File: config.mk
export PLATFORM = sky130hd
export DESIGN_NAME = sha1_wb_host
export DESIGN_NICKNAME = d
export VERILOG_FILES = /design/src/rtl/sha1_wb_host.sv
export SDC_FILE = /design/constraint.sdc
export NUM_CORES = 2
export LEC_CHECK = 0
export ABC_AREA = 1
export CAP_MARGIN = 20
export CORE_AREA = 2 2 309 311
export CTS_BUF_LIST = sky130_fd_sc_hd__clkbuf_4
export DETAILED_ROUTE_END_ITERATION = 8
export DIE_AREA = 0 0 311 313
export GPL_ROUTABILITY_DRIVEN = 0
export MAX_ROUTING_LAYER = met4
export PLACE_DENSITY = 0.64
export SYNTH_ARGS = -nofsm -noshare
export SYNTH_HDL_FRONTEND = slang
export SYNTH_SLANG_ARGS = --single-unit
File: constraint.sdc
create_clock -name wb_clk_i -period 35 [get_ports wb_clk_i]
set_clock_uncertainty 0.2 [all_clocks]
set_input_delay 7 -clock wb_clk_i [delete_from_list [all_inputs] [get_ports wb_clk_i]]
set_output_delay 7 -clock wb_clk_i [all_outputs]
set_load 0.005 [all_outputs]
File: src/rtl/sha1_wb_host.sv
// Wishbone classic initiator that runs one 512-bit block through the SHA1 peripheral:
// ID check, engine reset, 16 message writes, DONE poll, 5-word digest read-back.
module sha1_wb_host #(
  parameter logic [31:0] BASE_ADDRESS = 32'h3000_0024,
  parameter int unsigned ACK_TIMEOUT  = 16,
  parameter int unsigned POLL_MAX     = 1023
) (
  input  logic         wb_clk_i,
  input  logic         wb_rst_i,
  input  logic         start_i,
  input  logic [511:0] message_i,
  output logic         busy_o,
  output logic         done_o,
  output logic         error_o,
  output logic [2:0]   err_code_o,
  output logic [159:0] digest_o,
  output logic         wbm_cyc_o,
  output logic         wbm_stb_o,
  output logic         wbm_we_o,
  output logic [3:0]   wbm_sel_o,
  output logic [31:0]  wbm_adr_o,
  output logic [31:0]  wbm_dat_o,
  input  logic         wbm_ack_i,
  input  logic [31:0]  wbm_dat_i
);
  localparam int unsigned ACK_W  = $clog2(ACK_TIMEOUT + 1);
  localparam int unsigned POLL_W = $clog2(POLL_MAX + 1);
  localparam logic [ACK_W-1:0]  ACK_LAST  = ACK_W'(ACK_TIMEOUT - 1);
  localparam logic [POLL_W-1:0] POLL_LAST = POLL_W'(POLL_MAX - 1);

  localparam logic [31:0] ADR_ID    = BASE_ADDRESS + 32'h0000_0004;
  localparam logic [31:0] ADR_OPS   = BASE_ADDRESS + 32'h0000_0008;
  localparam logic [31:0] ADR_MSG   = BASE_ADDRESS + 32'h0000_000C;
  localparam logic [31:0] ADR_DIG   = BASE_ADDRESS + 32'h0000_0010;
  localparam logic [31:0] ID_VALUE  = 32'h5348_4131;
  localparam logic [31:0] OPS_RESET = 32'h0000_0002;
  localparam logic [31:0] MSG_OK    = 32'h0000_0001;
  localparam logic [31:0] EBUSY     = 32'hFFFF_FFF0;

  localparam logic [2:0] ERR_NONE = 3'd0;
  localparam logic [2:0] ERR_ID   = 3'd1;
  localparam logic [2:0] ERR_ACK  = 3'd2;
  localparam logic [2:0] ERR_POLL = 3'd3;
  localparam logic [2:0] ERR_MSG  = 3'd4;

  typedef enum logic [2:0] {
    S_IDLE = 3'd0, S_ID = 3'd1, S_RST = 3'd2, S_MSG = 3'd3,
    S_POLL = 3'd4, S_DIG = 3'd5, S_FIN = 3'd6
  } state_t;

  state_t              state_r, state_n;
  logic                cyc_r, cyc_n, we_r, we_n;
  logic [31:0]         adr_r, adr_n, dat_r, dat_n;
  logic [ACK_W-1:0]    ack_cnt_r, ack_cnt_n;
  logic [POLL_W-1:0]   poll_cnt_r, poll_cnt_n;
  logic [3:0]          msg_idx_r, msg_idx_n;
  logic [2:0]          dig_idx_r, dig_idx_n;
  logic [511:0]        msg_r, msg_n;
  logic [159:0]        digest_r, digest_n;
  logic [2:0]          err_code_r, err_code_n;
  logic                busy_r, busy_n, done_r, done_n, error_r, error_n;
  logic                req_we_s, abort_s, budget_last_s;
  logic [31:0]         req_adr_s, req_dat_s;
  logic [2:0]          abort_code_s;

  // State register
  always_ff @(posedge wb_clk_i or posedge wb_rst_i) begin
    if (wb_rst_i) state_r <= S_IDLE;
    else          state_r <= state_n;
  end

  // Datapath and output registers
  always_ff @(posedge wb_clk_i or posedge wb_rst_i) begin
    if (wb_rst_i) begin
      cyc_r <= 1'b0; we_r <= 1'b0; adr_r <= 32'h0; dat_r <= 32'h0;
      ack_cnt_r <= '0; poll_cnt_r <= '0; msg_idx_r <= 4'd0; dig_idx_r <= 3'd0;
      msg_r <= 512'h0; digest_r <= 160'h0; err_code_r <= ERR_NONE;
      busy_r <= 1'b0; done_r <= 1'b0; error_r <= 1'b0;
    end else begin
      cyc_r <= cyc_n; we_r <= we_n; adr_r <= adr_n; dat_r <= dat_n;
      ack_cnt_r <= ack_cnt_n; poll_cnt_r <= poll_cnt_n;
      msg_idx_r <= msg_idx_n; dig_idx_r <= dig_idx_n;
      msg_r <= msg_n; digest_r <= digest_n; err_code_r <= err_code_n;
      busy_r <= busy_n; done_r <= done_n; error_r <= error_n;
    end
  end

  // Next-state, bus sequencing and abort handling
  always_comb begin
    state_n = state_r; cyc_n = cyc_r; we_n = we_r; adr_n = adr_r; dat_n = dat_r;
    ack_cnt_n = ack_cnt_r; poll_cnt_n = poll_cnt_r;
    msg_idx_n = msg_idx_r; dig_idx_n = dig_idx_r;
    msg_n = msg_r; digest_n = digest_r; err_code_n = err_code_r;
    busy_n = busy_r; done_n = 1'b0; error_n = 1'b0;
    abort_s = 1'b0; abort_code_s = ERR_NONE;
    budget_last_s = (poll_cnt_r == POLL_LAST);
    req_we_s = 1'b0; req_adr_s = 32'h0; req_dat_s = 32'h0;

    case (state_r)
      S_ID:    req_adr_s = ADR_ID;
      S_RST:   begin req_we_s = 1'b1; req_adr_s = ADR_OPS; req_dat_s = OPS_RESET; end
      S_MSG:   begin req_we_s = 1'b1; req_adr_s = ADR_MSG; req_dat_s = msg_r[{msg_idx_r, 5'd0} +: 32]; end
      S_POLL:  req_adr_s = ADR_OPS;
      S_DIG:   req_adr_s = ADR_DIG;
      default: req_adr_s = 32'h0;
    endcase

    case (state_r)
      S_IDLE: begin
        // A start coinciding with the done/error pulse is dropped, not queued
        if (start_i && !done_r && !error_r) begin
          msg_n = message_i; digest_n = 160'h0; err_code_n = ERR_NONE;
          poll_cnt_n = '0; msg_idx_n = 4'd0; dig_idx_n = 3'd0;
          busy_n = 1'b1; state_n = S_ID;
        end else begin
          state_n = S_IDLE;
        end
      end
      S_FIN: begin
        done_n = 1'b1; busy_n = 1'b0; state_n = S_IDLE;
      end
      S_ID, S_RST, S_MSG, S_POLL, S_DIG: begin
        if (!cyc_r) begin
          cyc_n = 1'b1; we_n = req_we_s; adr_n = req_adr_s; dat_n = req_dat_s;
          ack_cnt_n = '0;
        end else if (wbm_ack_i) begin
          cyc_n = 1'b0; we_n = 1'b0; adr_n = 32'h0; dat_n = 32'h0;
          case (state_r)
            S_ID:
              if (wbm_dat_i != ID_VALUE) begin abort_s = 1'b1; abort_code_s = ERR_ID; end
              else state_n = S_RST;
            S_RST: state_n = S_MSG;
            S_MSG:
              if (wbm_dat_i != MSG_OK) begin abort_s = 1'b1; abort_code_s = ERR_MSG; end
              else begin
                msg_idx_n = msg_idx_r + 4'd1;
                if (msg_idx_r == 4'd15) state_n = S_POLL;
                else                    state_n = S_MSG;
              end
            S_POLL:
              if (wbm_dat_i[3]) state_n = S_DIG;
              else if (budget_last_s) begin abort_s = 1'b1; abort_code_s = ERR_POLL; end
              else poll_cnt_n = poll_cnt_r + POLL_W'(1'b1);
            S_DIG:
              // EBUSY re-reads the same word and draws on the poll budget
              if (wbm_dat_i == EBUSY) begin
                if (budget_last_s) begin abort_s = 1'b1; abort_code_s = ERR_POLL; end
                else poll_cnt_n = poll_cnt_r + POLL_W'(1'b1);
              end else begin
                digest_n[{dig_idx_r, 5'd0} +: 32] = wbm_dat_i;
                if (dig_idx_r == 3'd4) state_n = S_FIN;
                else                   dig_idx_n = dig_idx_r + 3'd1;
              end
            default: state_n = S_IDLE;
          endcase
        end else if (ack_cnt_r == ACK_LAST) begin
          abort_s = 1'b1; abort_code_s = ERR_ACK;
        end else begin
          ack_cnt_n = ack_cnt_r + ACK_W'(1'b1);
        end
      end
      default: begin
        state_n = S_IDLE; busy_n = 1'b0; cyc_n = 1'b0;
      end
    endcase

    if (abort_s) begin
      state_n = S_IDLE; cyc_n = 1'b0; we_n = 1'b0; adr_n = 32'h0; dat_n = 32'h0;
      busy_n = 1'b0; error_n = 1'b1; err_code_n = abort_code_s;
    end else begin
      error_n = 1'b0;
    end
  end

  assign busy_o     = busy_r;
  assign done_o     = done_r;
  assign error_o    = error_r;
  assign err_code_o = err_code_r;
  assign digest_o   = digest_r;
  assign wbm_cyc_o  = cyc_r;
  assign wbm_stb_o  = cyc_r;
  assign wbm_we_o   = we_r;
  assign wbm_sel_o  = cyc_r ? 4'hF : 4'h0;
  assign wbm_adr_o  = adr_r;
  assign wbm_dat_o  = dat_r;

endmodule

# Word level (Yosys, flattened, before mapping)
# Cells that the tools add are included.
# totals
register_bits,769
latch_bits,0
ramBits,0
mem_bits_ro,0
input_bits,548
out_inout_bits,237
word_cells,172
memories,0
# op_classes
n_addsub,5
mul,0
n_div,0
order_cmp,0
n_eq_ne,37
n_shift,3
mux,89
n_bitwise,0
n_reduce_logical,23
# ops
op,n
160-bit 2-to-1 mux,5
512-bit by 10-bit indexed part select with 32-bit output,1
160-bit one-hot mux with 2 select lines,1
32-bit 2-to-1 mux,7
160-bit bitwise mux,1
"32-bit by 10-bit variable shift with 160-bit output, first input constant",1
32-bit by 10-bit indexed part select with 160-bit output,1
30-bit one-hot mux with 4 select lines,1
32-bit one-hot mux with 2 select lines,1
3-bit 2-to-1 mux,21
10-bit 2-to-1 mux,6
10-bit one-hot mux with 2 select lines,2
"32-bit == test, second input constant",1
"32-bit by 1-bit != test with 1-bit output, second input constant",1
"32-bit by 31-bit != test with 1-bit output, second input constant",1
4-bit 2-to-1 mux,6
1-bit 2-to-1 mux,23
"2-bit != test, second input constant",11
7-bit AND reduction,3
"4-bit != test, second input constant",5
"3-bit != test, second input constant",6
5-bit 2-to-1 mux,3
3-bit one-hot mux with 5 select lines,1
"3-bit == test, second input constant",4
other kinds (27),44

# Logic depth before layout (Yosys ltp)
# depth
ltp_word,9
mapped_depth,14
depth_no_buf,14

# Worst setup path before layout
# No wires, ideal clock.
# synth_timing
path_kind,input -> register
from,input wbm_dat_i[3]
to,register adr_r[2] (netlist: wbm_adr_o[2])
setup_ps,66
t_arrival_ps,8343
t_required_ps,34734
slack_ps,26391
stages,14
n_path_buf,1
path_cell_list,inv_1 > nand2_1 > nor2_1 > nand2_1 > nor2_1 > nand2_1 > nand2_1 > nand2_1 > nand2_1 > nand3_1 > o21ai_2 > buf_4 > nand2_1 > nand2_1
# synth_via
elab_chain_cells,8
word_cells_on_any_way,15
cone_classes,eq/ne (4); mux (9); reduce/logical (2)
# synth_lines
element,line,source
start: declaration,24,input logic [31:0] wbm_dat_i
32-bit == test (tied with other cells),146,if (wbm_dat_i == EBUSY) begin
"1-bit 2-to-1 mux, on equally long branches","146, 130, 134",
1-bit one-hot mux with 4 select lines (*),128,case (state_r)
1-bit 2-to-1 mux (*),126,end else if (wbm_ack_i) begin
1-bit 2-to-1 mux (*),123,if (!cyc_r) begin
1-bit 2-to-1 mux (*),108,case (state_r)
3-bit by 2-bit != test with 1-bit output (no source line) or 2-bit nonzero test (tied branches),--,
2-bit AND reduction (no source line),--,
end signal: assignment,80,cyc_r <= cyc_n; we_r <= we_n; adr_r <= adr_n; dat_r <= dat_n;
end: declaration,53,"logic [31:0] adr_r, adr_n, dat_r, dat_n;"
# Mark *: on every way between the ends. The rest lies on a longest branch, timed or not.
# A chain may end at the register's enable or synchronous reset.

# Worst setup path after layout
# layout_timing
from,input start_i
to,register msg_r[239]
# layout_via
elab_chain_cells,3
# layout_lines
element,line,source
start: declaration,10,"input logic start_i,"
1-bit logical AND (2 in a row),111,if (start_i && !done_r && !error_r) begin
2-bit AND reduction (no source line),--,
end signal: assignment,83,msg_r <= msg_n; digest_r <= digest_n; err_code_r <= err_code_n;
end: declaration,58,"logic [511:0] msg_r, msg_n;"
# No other way between the ends.

==> metrics.txt <==
status completed; Starting DRT DRC Count between 2000 and 2500; final cell count without fillers about 5800; placed cells approximately 5400; root buf cell clkbuf_4; Max Transition Viols Final 0; IO Pins around 790; WL met2 between 60 and 70 mm; Skew-Pair Late Insertion Delay between 1 and 1.5 ns; layout cells sized above 1 around 16%; Mapped Area between 0.03 and 0.04 mm2; Yosys reg bits ~740; via count between 20000 and 30000; Power, Total roughly 3800 uW; fill count about 9100; crit start category input port; Synth Warn # 0; cts repair resizes 0; Core Area approximately 0.094 mm2; placed inst area 0.0423 mm2; WL met1 between 40 and 50 mm; Longest Clk Path Bufs 3; Cell variety after synth 46; 1st-pass router iterations 5; CP Data Required Time between 30 and 40 ns; register area share after synthesis between 50% and 60%; max_cap viols 0; largest net degree at the start of global routing 229; pwr/cell area about 84 mW/mm2; Post-Synth XOR/XNOR Area less than 1%; reg2reg path depth 8; crit path max fanout about 230; starting density of the core 36.0%; Critical R2R Capture digest_o[28]$_DFFE_PP0P_; Setup crit end kind flop; Routed WL roughly 120 mm; Worst-path clk slew 0.06 ns; total CTS buffers 199; critical path class input port to flop; post-CTS setup buffers 0; Synth Area in Simple Gates roughly a tenth; die width between 300 and 400 um; gr ovfl total 0; top sig layer met4; multiplexer share of the synthesized area approximately a tenth; setup slack, reg-to-reg about 30 ns; final critical-path required period 10.59 ns; RSZ-0062 raised after global routing false; vias in the first global route roughly 28000; most frequent cells in the layout clkdlybuf4s50_1 (758), dfrtp_1 (738), inv_1 (459), a21oi_1 (423), clkbuf_4 (308); syn_area_per_cell approximately 9.5 um2; antenna viol nets, final 0; Worst Path Arrival approximately 11 ns; hold depth 2; Fin. Hold Viols 0; Hold Path Sink wbm_dat_o[1]$_DFFE_PP0P_; Total GRT Usage roughly 26%; Slew @ Worst Pin around 1.1 ns; IO buf count about 760; hold_buf cts 0; routed length on met3 9.30 mm; Synth Area in Adders less than 1%; residual DRC count 0; routed vias/inst approximately 5; IR Drop Worst-Case VDD between 0.00006 and 0.00007 V; Mapped Cells approximately 3600; global-route wire length before repair 180 mm; final worst-path cycle share between 30 and 40%; relative slew slack between 20% and 30%; setup_tns 0 ns; DP HPWL roughly 90 mm; commonest non-fill, non-tap cell in the layout clkdlybuf4s50_1; Reg-to-Reg Start dig_idx_r[0]$_DFFE_PP0P_; critical hold path startpoint wbm_dat_o[1]$_DFFE_PP0P_; main combinational cell family by area after synthesis compound AO/OA/AOI/OAI gates; H-tree levels 4; final setup violation count 0; CTS sink cnt around 740; DR WL/cell approximately 21 um; area growth from synthesis to layout 32.7%; CTS tree done; Die Ht 313 um; row cnt 113; final design area excluding fillers 0.0450 mm2; LEAKAGE just over 0.02 uW; die area around 0.097 mm2; Worst Hold Class flop to flop; Nets ~4900; post-synthesis compound-gate area fraction between 10% and 20%; Max Clk Rate roughly 94 MHz; initial antenna violation count between 40 and 50
state kept, by name, summed over array words and instances (netlist names):
register    flops
busy_o          1
digest_o      160
poll_cnt_r     10
error_o         1
wbm_we_o        1
dig_idx_r       3
wbm_cyc_o       1
ack_cnt_r       5
wbm_adr_o       4
wbm_dat_o      32
done_o          1
msg_r         512
state_r         3
msg_idx_r       4
err_code_o      3
cell type report:
| type | instances | area [um2] | area share, % |
|---|---|---|---|
| antenna | 41 | 103 | 0.228 |
| clock buffer | 308 | 2310 | 5.13 |
| clock inverter | 39 | 292 | 0.647 |
| inverter | 471 | 1790 | 3.98 |
| multi-input combinational | 2111 | 12500 | 27.6 |
| sequential | 741 | 18500 | 41.2 |
| tap | 1265 | 1580 | 3.51 |
| timing repair buffer | 794 | 7960 | 17.7 |
worst max-delay path: stages:
cell and delay, ns:
clkdlybuf4s50_1 0.39, nor3b_1 0.19, nand2_4 0.58, buf_12 0.71, buf_4 0.94, buf_12 0.67
mux2_2 0.41
per-layer routing:
layer / up-vias / track usage, %
met5: - / -
met4: 0 / 11.0
met3: 194 / 7.23
met2: 1120 / 41.6
met1: 13940 / 29.5
li1: 13575 / -
worst max-delay path by stage:
| stage | from | to | slack [ns] | cells past startpoint |
|---|---|---|---|---|
| floorplan | wb_rst_i | ack_cnt_r[0]$_DFFE_PP0P_ | 7.01 | 1 |
| global placement | start_i | msg_r[234]$_DFFE_PP0P_ | 23.43 | 7 |
| detailed placement | start_i | msg_r[170]$_DFFE_PP0P_ | 23.42 | 7 |
| CTS | start_i | msg_r[171]$_DFFE_PP0P_ | 24.62 | 7 |
| global route | start_i | msg_r[234]$_DFFE_PP0P_ | 24.21 | 7 |
| finish | start_i | msg_r[239]$_DFFE_PP0P_ | 24.41 | 7 |
cell usage after synthesis (all sizes together):
cell	instances	area, um2
clkinv	4	16.3
o21ai	258	1300
nor4	1	6.26
o22ai	144	1030
conb	1	3.75
o31ai	1	7.51
or2	1	6.26
ha	12	150
nor2	312	1200
nand2	313	1210
clkbuf	136	510
xnor2	4	35.0
o211ai	84	631
dfrtp	741	18500
nor3b	1	7.51
a21boi	1	7.51
buf	137	800
nand3	163	826
o221ai	1	8.76
and2	1	6.26
xor2	5	43.8
o32ai	15	131
mux2	281	3160
nand4	6	37.5
o311ai	18	158
nor3	34	181
a21oi	427	2150
mux2i	1	10.0
a211oi	1	7.51
inv	467	1750
power breakdown:
part	switching [uW]	internal, uW	leakage, uW
combinational	940	660	0.00968
sequential	168	1230	0.00892
clock	374	427	0.00155
total	1480	2320	0.0202
stage by stage:
stage | hold slack [ns] | utilization, % | worst slack [ns]
6_report | 0.270 | 47.8 | 24.41
5_1_grt | 0.289 | 47.8 | 24.21
4_1_cts | 0.275 | 47.7 | 24.62
3_5_place_dp | 0.259 | 44.9 | 23.42
3_3_place_gp | 0.254 | 44.9 | 23.43
2_1_floorplan | 0.265 | - | 7.01
cell families (layout without fill, tap and decap cells):
| logic type | after synthesis | count (layout) |
|---|---|---|
| xor gates and xnor gates | 9 | 9 |
| muxes | 282 | 282 |
| buffers and inverters | 744 | 1612 |
| adders and majority gates | 12 | 12 |
| AOI/OAI and AO/OA | 950 | 950 |
| other | 1 | 67 |
| and+or+nand+nor | 832 | 832 |
| DFF | 741 | 741 |
No activity file was read; power rests on OpenSTA's default activity.
